### config.mk
export PLATFORM = sky130hd
export DESIGN_NAME = reg_bank_8x16_flat
export DESIGN_NICKNAME = d
export VERILOG_FILES = /design/src/rtl/reg_bank_8x16_if.sv /design/src/rtl/reg_bank_8x16.sv /design/src/flat_wrapper.sv
export SDC_FILE = /design/constraint.sdc
export NUM_CORES = 1
export LEC_CHECK = 0
export CAP_MARGIN = 0
export CORE_ASPECT_RATIO = 0.5
export CORE_MARGIN = 2
export CORE_UTILIZATION = 25
export CTS_BUF_LIST = sky130_fd_sc_hd__clkbuf_4 sky130_fd_sc_hd__clkbuf_8
export DETAILED_ROUTE_END_ITERATION = 7
export SLEW_MARGIN = 5
export SYNTH_ARGS = -nofsm -noshare
export SYNTH_HDL_FRONTEND = slang
export SYNTH_SLANG_ARGS = --single-unit
### constraint.sdc
create_clock -name clk -period 1.8 [get_ports clk]
set_input_delay 0.36 -clock clk [delete_from_list [all_inputs] [get_ports clk]]
set_output_delay 0.36 -clock clk [all_outputs]
set_load 0.03 [all_outputs]
### src/rtl/reg_bank_8x16_if.sv
// Bus bundle for reg_bank_8x16: writeback, read ports, register taps and scoreboard.
// master = decode/writeback side driving requests, slave = the register bank.
interface reg_bank_8x16_if #(
    parameter int WIDTH = 16
);
    logic             we;
    logic [2:0]       waddr;
    logic [WIDTH-1:0] wdata;
    logic [2:0]       raddr_a;
    logic [2:0]       raddr_b;
    logic [WIDTH-1:0] rdata_a;
    logic [WIDTH-1:0] rdata_b;
    logic [WIDTH-1:0] q0, q1, q2, q3, q4, q5, q6, q7;
    logic             issue_valid;
    logic [2:0]       issue_rd;
    logic [7:0]       busy;
    logic             hazard_a;
    logic             hazard_b;

    modport master (
        output we, waddr, wdata, raddr_a, raddr_b, issue_valid, issue_rd,
        input  rdata_a, rdata_b, q0, q1, q2, q3, q4, q5, q6, q7,
        input  busy, hazard_a, hazard_b
    );

    modport slave (
        input  we, waddr, wdata, raddr_a, raddr_b, issue_valid, issue_rd,
        output rdata_a, rdata_b, q0, q1, q2, q3, q4, q5, q6, q7,
        output busy, hazard_a, hazard_b
    );
endinterface

### src/rtl/reg_bank_8x16.sv
// 8 x WIDTH register bank (r0 hardwired to zero) with a per-register busy scoreboard.
// Optional macro REGFILE_BYPASS_EN selects write-first read ports; default is read-old.
module reg_bank_8x16 #(
    parameter int               WIDTH     = 16,
    parameter logic [WIDTH-1:0] RESET_VAL = '0
) (
    input  logic             clk,
    input  logic             rst_n,
    reg_bank_8x16_if.slave   bus
);

    logic [WIDTH-1:0] regs_q    [1:7];
    logic [WIDTH-1:0] regs_view [0:7];
    logic [7:1]       wr_hit;
    logic [7:1]       issue_hit;
    logic [7:1]       busy_q;
    logic [7:1]       busy_d;
    logic [7:0]       busy_view;

    assign regs_view[0] = '0;
    assign busy_view    = {busy_q, 1'b0};

    genvar gi;
    generate
        for (gi = 1; gi < 8; gi++) begin : g_reg
            assign wr_hit[gi]    = bus.we          && (bus.waddr    == 3'(gi));
            assign issue_hit[gi] = bus.issue_valid && (bus.issue_rd == 3'(gi));

            // A fresh issue claims the register even if its old producer retires now.
            assign busy_d[gi] = issue_hit[gi] ? 1'b1 :
                                wr_hit[gi]    ? 1'b0 : busy_q[gi];

            always_ff @(posedge clk or negedge rst_n) begin
                if (!rst_n) begin
                    regs_q[gi] <= RESET_VAL;
                    busy_q[gi] <= 1'b0;
                end else begin
                    if (wr_hit[gi]) begin
                        regs_q[gi] <= bus.wdata;
                    end
                    busy_q[gi] <= busy_d[gi];
                end
            end

            assign regs_view[gi] = regs_q[gi];
        end
    endgenerate

    assign bus.q0   = regs_view[0];
    assign bus.q1   = regs_view[1];
    assign bus.q2   = regs_view[2];
    assign bus.q3   = regs_view[3];
    assign bus.q4   = regs_view[4];
    assign bus.q5   = regs_view[5];
    assign bus.q6   = regs_view[6];
    assign bus.q7   = regs_view[7];
    assign bus.busy = busy_view;

    logic             byp_a;
    logic             byp_b;
    logic [WIDTH-1:0] rdata_a_next;
    logic [WIDTH-1:0] rdata_b_next;
    logic             hazard_a_next;
    logic             hazard_b_next;

    always_comb begin
        byp_a         = 1'b0;
        byp_b         = 1'b0;
        rdata_a_next  = regs_view[bus.raddr_a];
        rdata_b_next  = regs_view[bus.raddr_b];
        hazard_a_next = busy_view[bus.raddr_a];
        hazard_b_next = busy_view[bus.raddr_b];
`ifdef REGFILE_BYPASS_EN
        // Write-first: the value being retired this cycle is forwarded and ends the stall.
        byp_a = bus.we && (bus.waddr == bus.raddr_a) && (bus.waddr != 3'd0);
        byp_b = bus.we && (bus.waddr == bus.raddr_b) && (bus.waddr != 3'd0);
        if (byp_a) begin
            rdata_a_next  = bus.wdata;
            hazard_a_next = 1'b0;
        end
        if (byp_b) begin
            rdata_b_next  = bus.wdata;
            hazard_b_next = 1'b0;
        end
`else
        byp_a = 1'b0;
        byp_b = 1'b0;
`endif
    end

    assign bus.rdata_a  = rdata_a_next;
    assign bus.rdata_b  = rdata_b_next;
    assign bus.hazard_a = hazard_a_next & ~byp_a;
    assign bus.hazard_b = hazard_b_next & ~byp_b;

endmodule
### src/flat_wrapper.sv
// flat-port wrapper written by rule: the top's interface ports become plain ports
module reg_bank_8x16_flat 
#(
    parameter int               WIDTH     = 16,
    parameter logic [WIDTH-1:0] RESET_VAL = '0
)
  (clk, rst_n, bus_we, bus_waddr, bus_wdata, bus_raddr_a, bus_raddr_b, bus_issue_valid, bus_issue_rd, bus_rdata_a, bus_rdata_b, bus_q0, bus_q1, bus_q2, bus_q3, bus_q4, bus_q5, bus_q6, bus_q7, bus_busy, bus_hazard_a, bus_hazard_b);
  reg_bank_8x16_if #(.WIDTH(WIDTH)) bus_i ();
  input  logic clk;
  input  logic rst_n;
  input wire logic [$bits(bus_i.we)-1:0] bus_we;
  input wire logic [$bits(bus_i.waddr)-1:0] bus_waddr;
  input wire logic [$bits(bus_i.wdata)-1:0] bus_wdata;
  input wire logic [$bits(bus_i.raddr_a)-1:0] bus_raddr_a;
  input wire logic [$bits(bus_i.raddr_b)-1:0] bus_raddr_b;
  input wire logic [$bits(bus_i.issue_valid)-1:0] bus_issue_valid;
  input wire logic [$bits(bus_i.issue_rd)-1:0] bus_issue_rd;
  output wire logic [$bits(bus_i.rdata_a)-1:0] bus_rdata_a;
  output wire logic [$bits(bus_i.rdata_b)-1:0] bus_rdata_b;
  output wire logic [$bits(bus_i.q0)-1:0] bus_q0;
  output wire logic [$bits(bus_i.q1)-1:0] bus_q1;
  output wire logic [$bits(bus_i.q2)-1:0] bus_q2;
  output wire logic [$bits(bus_i.q3)-1:0] bus_q3;
  output wire logic [$bits(bus_i.q4)-1:0] bus_q4;
  output wire logic [$bits(bus_i.q5)-1:0] bus_q5;
  output wire logic [$bits(bus_i.q6)-1:0] bus_q6;
  output wire logic [$bits(bus_i.q7)-1:0] bus_q7;
  output wire logic [$bits(bus_i.busy)-1:0] bus_busy;
  output wire logic [$bits(bus_i.hazard_a)-1:0] bus_hazard_a;
  output wire logic [$bits(bus_i.hazard_b)-1:0] bus_hazard_b;
  assign bus_i.we = bus_we;
  assign bus_i.waddr = bus_waddr;
  assign bus_i.wdata = bus_wdata;
  assign bus_i.raddr_a = bus_raddr_a;
  assign bus_i.raddr_b = bus_raddr_b;
  assign bus_i.issue_valid = bus_issue_valid;
  assign bus_i.issue_rd = bus_issue_rd;
  assign bus_rdata_a = bus_i.rdata_a;
  assign bus_rdata_b = bus_i.rdata_b;
  assign bus_q0 = bus_i.q0;
  assign bus_q1 = bus_i.q1;
  assign bus_q2 = bus_i.q2;
  assign bus_q3 = bus_i.q3;
  assign bus_q4 = bus_i.q4;
  assign bus_q5 = bus_i.q5;
  assign bus_q6 = bus_i.q6;
  assign bus_q7 = bus_i.q7;
  assign bus_busy = bus_i.busy;
  assign bus_hazard_a = bus_i.hazard_a;
  assign bus_hazard_b = bus_i.hazard_b;
  reg_bank_8x16 #(.WIDTH(WIDTH), .RESET_VAL(RESET_VAL)) u_core (.clk(clk), .rst_n(rst_n), .bus(bus_i));
endmodule
=== Yosys cells after proc, flatten, opt, wreduce, memory -nomap -nowiden ===
Cells that the tools add are included.

* Bits in writable memories: 0
* ROM bits: 0
* Output and inout bits: 170
* Latch bits: 0
* Input port bits: 32
* Register bits after elaboration: 119
* Word-level logic and storage cells: 79
* Memories kept: 0

* Shifts and indexed selects: 0
* Magnitude comparators: 4
* Mux-type cells: 24
* Div/mod/pow operators: 0
* Equality and inequality tests: 14
* Reductions and logical operators: 21
* Add/subtract/negate cells: 0
* Bitwise operators: 2
* Multiply operators: 0

{| class="wikitable"
|+ Operators by type and width
! kind !! number
|-
| 16-bit binary-select mux with 3-bit select || 2
|-
| 16-bit 2-to-1 mux || 4
|-
| 3-bit == test, second input constant || 8
|-
| 1-bit 2-to-1 mux || 16
|-
| 1-bit logical AND || 14
|-
| 2-bit nonzero test || 7
|-
| 3-bit by 2-bit == test with 1-bit output, second input constant || 4
|-
| 4-bit >= comparator, second input constant || 2
|-
| 3-bit by 4-bit < comparator with 1-bit output, second input constant || 2
|-
| 3-bit NOT with 4-bit output || 2
|-
| 1-bit binary-select mux with 3-bit select || 2
|-
| 3-bit by 1-bit == test with 1-bit output, second input constant || 2
|}

=== Longest topological paths before layout ===
* Word-level depth: 4
* Mapped depth: 6

=== Worst setup path before layout ===
OpenSTA, ideal clock, no wires.

* Kind: input to output
* Start: in bus_raddr_b[2]
* End: out bus_rdata_b[10]
* Arrival: 1,824 ps
* Setup slack: -384 ps
* Stages on the path: 5
* Cell sequence: buf_2 -> nor2b_1 -> clkbuf_2 -> clkbuf_1 -> a221oi_1

* Cells in the longest elaborated chain, start to end: 4

{| class="wikitable"
|+ RTL lines
! what !! line !! text
|-
| from (decl) || flat_wrapper.sv:15 || <nowiki>input wire logic [$bits(bus_i.raddr_b)-1:0] bus_raddr_b;</nowiki>
|-
| 3-bit NOT with 4-bit output (implied by the code) || reg_bank_8x16.sv:70 || <nowiki>rdata_b_next = regs_view[bus.raddr_b];</nowiki>
|-
| 16-bit binary-select mux with 3-bit select || reg_bank_8x16.sv:70 ||
|-
| 16-bit 2-to-1 mux (implied by the code) (2 in series) || reg_bank_8x16.sv:70 ||
|-
| to (decl) || flat_wrapper.sv:19 || <nowiki>output wire logic [$bits(bus_i.rdata_b)-1:0] bus_rdata_b;</nowiki>
|}

Every way passes these cells. The select of a mux whose other input is x is not followed.

=== Worst setup path in the final report ===
* Start: reg u_core.regs_q (netlist bit u_core.bus.q1[7])
* End: out bus_rdata_a[7]

* Cells in the longest elaborated chain, start to end: 3

{| class="wikitable"
|+ RTL lines
! what !! line !! text
|-
| from (decl) || reg_bank_8x16.sv:12 || <nowiki>logic [WIDTH-1:0] regs_q [1:7];</nowiki>
|-
| from (signal, indexed assignment) || reg_bank_8x16.sv:39 || <nowiki>regs_q[gi] <= bus.wdata;</nowiki>
|-
| 16-bit binary-select mux with 3-bit select || reg_bank_8x16.sv:69 || <nowiki>rdata_a_next = regs_view[bus.raddr_a];</nowiki>
|-
| 16-bit 2-to-1 mux (implied by the code) (2 in series) || reg_bank_8x16.sv:69 ||
|-
| to (decl) || flat_wrapper.sv:18 || <nowiki>output wire logic [$bits(bus_i.rdata_a)-1:0] bus_rdata_a;</nowiki>
|}

Every way passes these cells. The select of a mux whose other input is x is not followed.

==> flow_metrics.py <==
metrics = {
    "run_status": {
        "status": "complete, but fails checks",
        "violations": "setup timing",
    },
    "finish": {
        "fin_util": 0.4363,
        "area_growth_pct": 70.41,
        "drive_gt1_frac": 0.5552,
        "num_antenna_cells": 0,
        "nets": 862,
        "final_area_um2": 11620,
    },
    "logic_synthesis": {
        "synth_top_area_frac": 0.4365,
        "syn_area_um2": 6822,
        "synth_top_cell_by_area": "dfrtp_1",
        "ys_top_cells_by_count": "119 x dfrtp_1, 118 x mux2_2, 51 x a221oi_1, 51 x mux2i_1, 28 x buf_4",
        "synthCells": 517,
        "synth.area.top_cells": "dfrtp_1 44%, mux2_2 19%, mux2i_1 7.5%",
        "synth_seq_cells": 119,
        "synth_top_flop_cell": "dfrtp_1",
        "yosys_warnings": 0,
        "syn_area_per_cell_um2": 13.19,
        "synth_edf_count": 0,
        "async_reset_ff_frac": 1.000,
        "synth_most_common_cell": "dfrtp_1",
        "synth.yosys.seq_area_share": 0.4365,
        "yosys.cell_types.count": 28,
    },
    "sta": {
        "rsz0062_at_grt": "true",
        "fmax_mhz": 474.2,
        "skew_ps": 0,
        "timing.final.ws_setup_ps": -308.9,
        "period_minus_slack_ps": 2109,
        "drv_slew": 0,
        "hold_viol": 0,
        "finalCritPeriodShare": 1.172,
        "finalSetupViolCount": 34,
    },
    "global_routing": {
        "grt_pass1_wl_um": 39020,
        "grt_pass1_vias": 6116,
        "antenna_found_initial": 0,
        "grt_usage": 0.1820,
        "grt_max_degree": 34,
        "grt_overflow": 0,
    },
    "cts": {
        "cts_buffer_depth": 2,
        "clk_pin_slew_ps": 80,
        "insertion_delay_ps": 440,
        "htreeDepth": 4,
        "cts-root-buf": "clkbuf_8",
        "cts_buffers": 17,
        "clock-sinks": 119,
        "tritoncts": "built",
    },
    "die": {
        "die-area_um2": 28700,
        "num_rows": 42,
        "initial_core_util": 0.2560,
        "die_h_um": 120.8,
        "die_x_um": 237.6,
        "coreArea_um2": 26640,
        "pin_count": 202,
    },
    "worst_setup_path": {
        "critPathLaunchType": "register",
        "critical_path.cell_chain": "mux2_2 > a221oi_2 > buf_4 > a311oi_4 > buf_6",
        "crit_path_max_fanout": 4,
        "reg2reg_slack_ps": 760,
        "cp.arrival_ps": 1750,
        "required_ps": 1440,
        "max_stage_delay_ps": 440,
        "cpLargestDelayFamily": "flip-flops",
        "critical_path_buf_inv_count": 2,
        "critical_path.slowest_cell": "dfrtp_1",
        "crit_type": "reg2out",
        "endpoint_kind": "output pin",
    },
    "placed_design": {
        "port_buffers": 184,
        "place_area_um2": 10330,
        "gp_congestion": 0.8135,
        "place_ws_ps": -400.8,
        "dpl.hpwl_um": 18260,
    },
    "route": {
        "first_iter_violations": 224,
        "firstDrtPassIters": 4,
        "drc": 0,
        "vias": 5749,
        "wl_per_cell_um": 21.62,
        "drtAntennaViolNets": 0,
        "routed_wl_um": 25840,
        "vias_per_cell": 4.811,
    },
    "pwr": {
        "p_per_area_nw_per_um2": 1072,
        "p_leak_nw": 5.213,
        "peakVddDrop_uv": 398.4,
    },
    "run": {
        "drv_cap": 0,
    },
    "worst_hold_path": {
        "min_path_type": "in2async",
    },
}
worst reg2reg max path, cell delays in order, from the launching register on:
cell and delay, ps:
dfrtp_1 420, buf_4 150, buf_4 120, mux2_2 250
flip-flops by register name, indices dropped and copies added (netlist names):
signal	flops
u_core.bus.q4	16
u_core.bus.q7	16
u_core.bus.busy	7
u_core.bus.q3	16
u_core.bus.q1	16
u_core.bus.q6	16
u_core.bus.q2	16
u_core.bus.q5	16
through the flow:
step	hold slack, ps	setup TNS (ps)	total power [mW]	cells
final	421.9	-8213	12.46	1195
after global routing	450.9	-10600	13.01	1195
after CTS	430.0	-8807	12.35	1182
after detailed placement	360.1	-20280	9.667	1112
after global placement	351.4	-17710	9.607	1112
after floorplan	64.41	-559.8	7.172	533
cell families after synthesis:
logic type	synth area share
muxes	0.3307
DFF	0.4365
AOI/OAI and AO/OA	0.1121
buffers and inverters	0.07263
and+or+nand+nor	0.04751
other	0.0005497
per-layer routing:
layer  vias up  track usage  routed length, um
met5         -            0                  0
met4         0      0.05621                451
met3        27      0.03379                750
met2       101       0.3312              13710
met1      3016       0.2187              10930
li1       2605            -                  -
final timing paths:
path                                      end                from  depth (start not counted)
hold / removal               u_core.bus.q7[8]               rst_n                          2
min in group clk           u_core.bus.busy[5]  u_core.bus.busy[5]                          2
hold reg to reg            u_core.bus.busy[5]  u_core.bus.busy[5]                          2
max in group asynchronous    u_core.bus.q4[2]               rst_n                          3
setup / recovery               bus_rdata_a[7]    u_core.bus.q1[7]                          5
setup reg to reg             u_core.bus.q1[5]    u_core.bus.q1[5]                          3
area by class of cell:
| cell class | count | area, um^2 |
|---|---|---|
| clock inverter | 13 | 146.4 |
| inverter | 3 | 11.26 |
| multi-input combinational | 345 | 4474 |
| tap | 352 | 440.4 |
| sequential | 119 | 2983 |
| clock buffer | 19 | 261.5 |
| timing repair buffer | 344 | 3308 |
| fill | 2416 | 15020 |
report_power, final:
part | internal (mW) | switching, mW
Sequential | 3.26 | 0.778
Clock | 1.32 | 1.22
Combinational | 2.71 | 3.17
cell usage in the layout, fill, tap and decap left out, types with 3 or more instances in the layout:
cell type        Yosys  final
dlygate4sd2_1        0    105
nor2b_1             20     16
dfrtp_1            119    115
conb_1               1     17
a221oi_4             0     31
inv_1                3      3
buf_4               28    137
a311oi_2             0      4
clkbuf_8             0     19
a221oi_2             0     20
nand2b_1             4      4
buf_6               11     31
a311oi_4             0     13
clkdlybuf4s50_1      0     24
mux2_2             118     89
mux2i_1             51     51
inv_6                0      3
nor2b_4              0      4
dfrtp_2              0      4
a211oi_1            17     16
nand4b_4             3      3
clkbuf_2             1      5
o21ai_0              4      4
clkinvlp_4           0      5
mux2_4              27     56
nand2_1              6      6
clkdlybuf4s15_1      0      7
buf_12               2     30
timing repair:
action / in CTS / in global routing
gates cloned: 2 / 0
pin swaps: 12 / 13
setup buffers: 35 / 14
resized for setup: 208 / 44
hold buffers: 1 / 0
endpoints found under the hold margin: 29 / 0
endpoints found under the setup margin: 152 / 45
(Power assumes the default switching activity.)
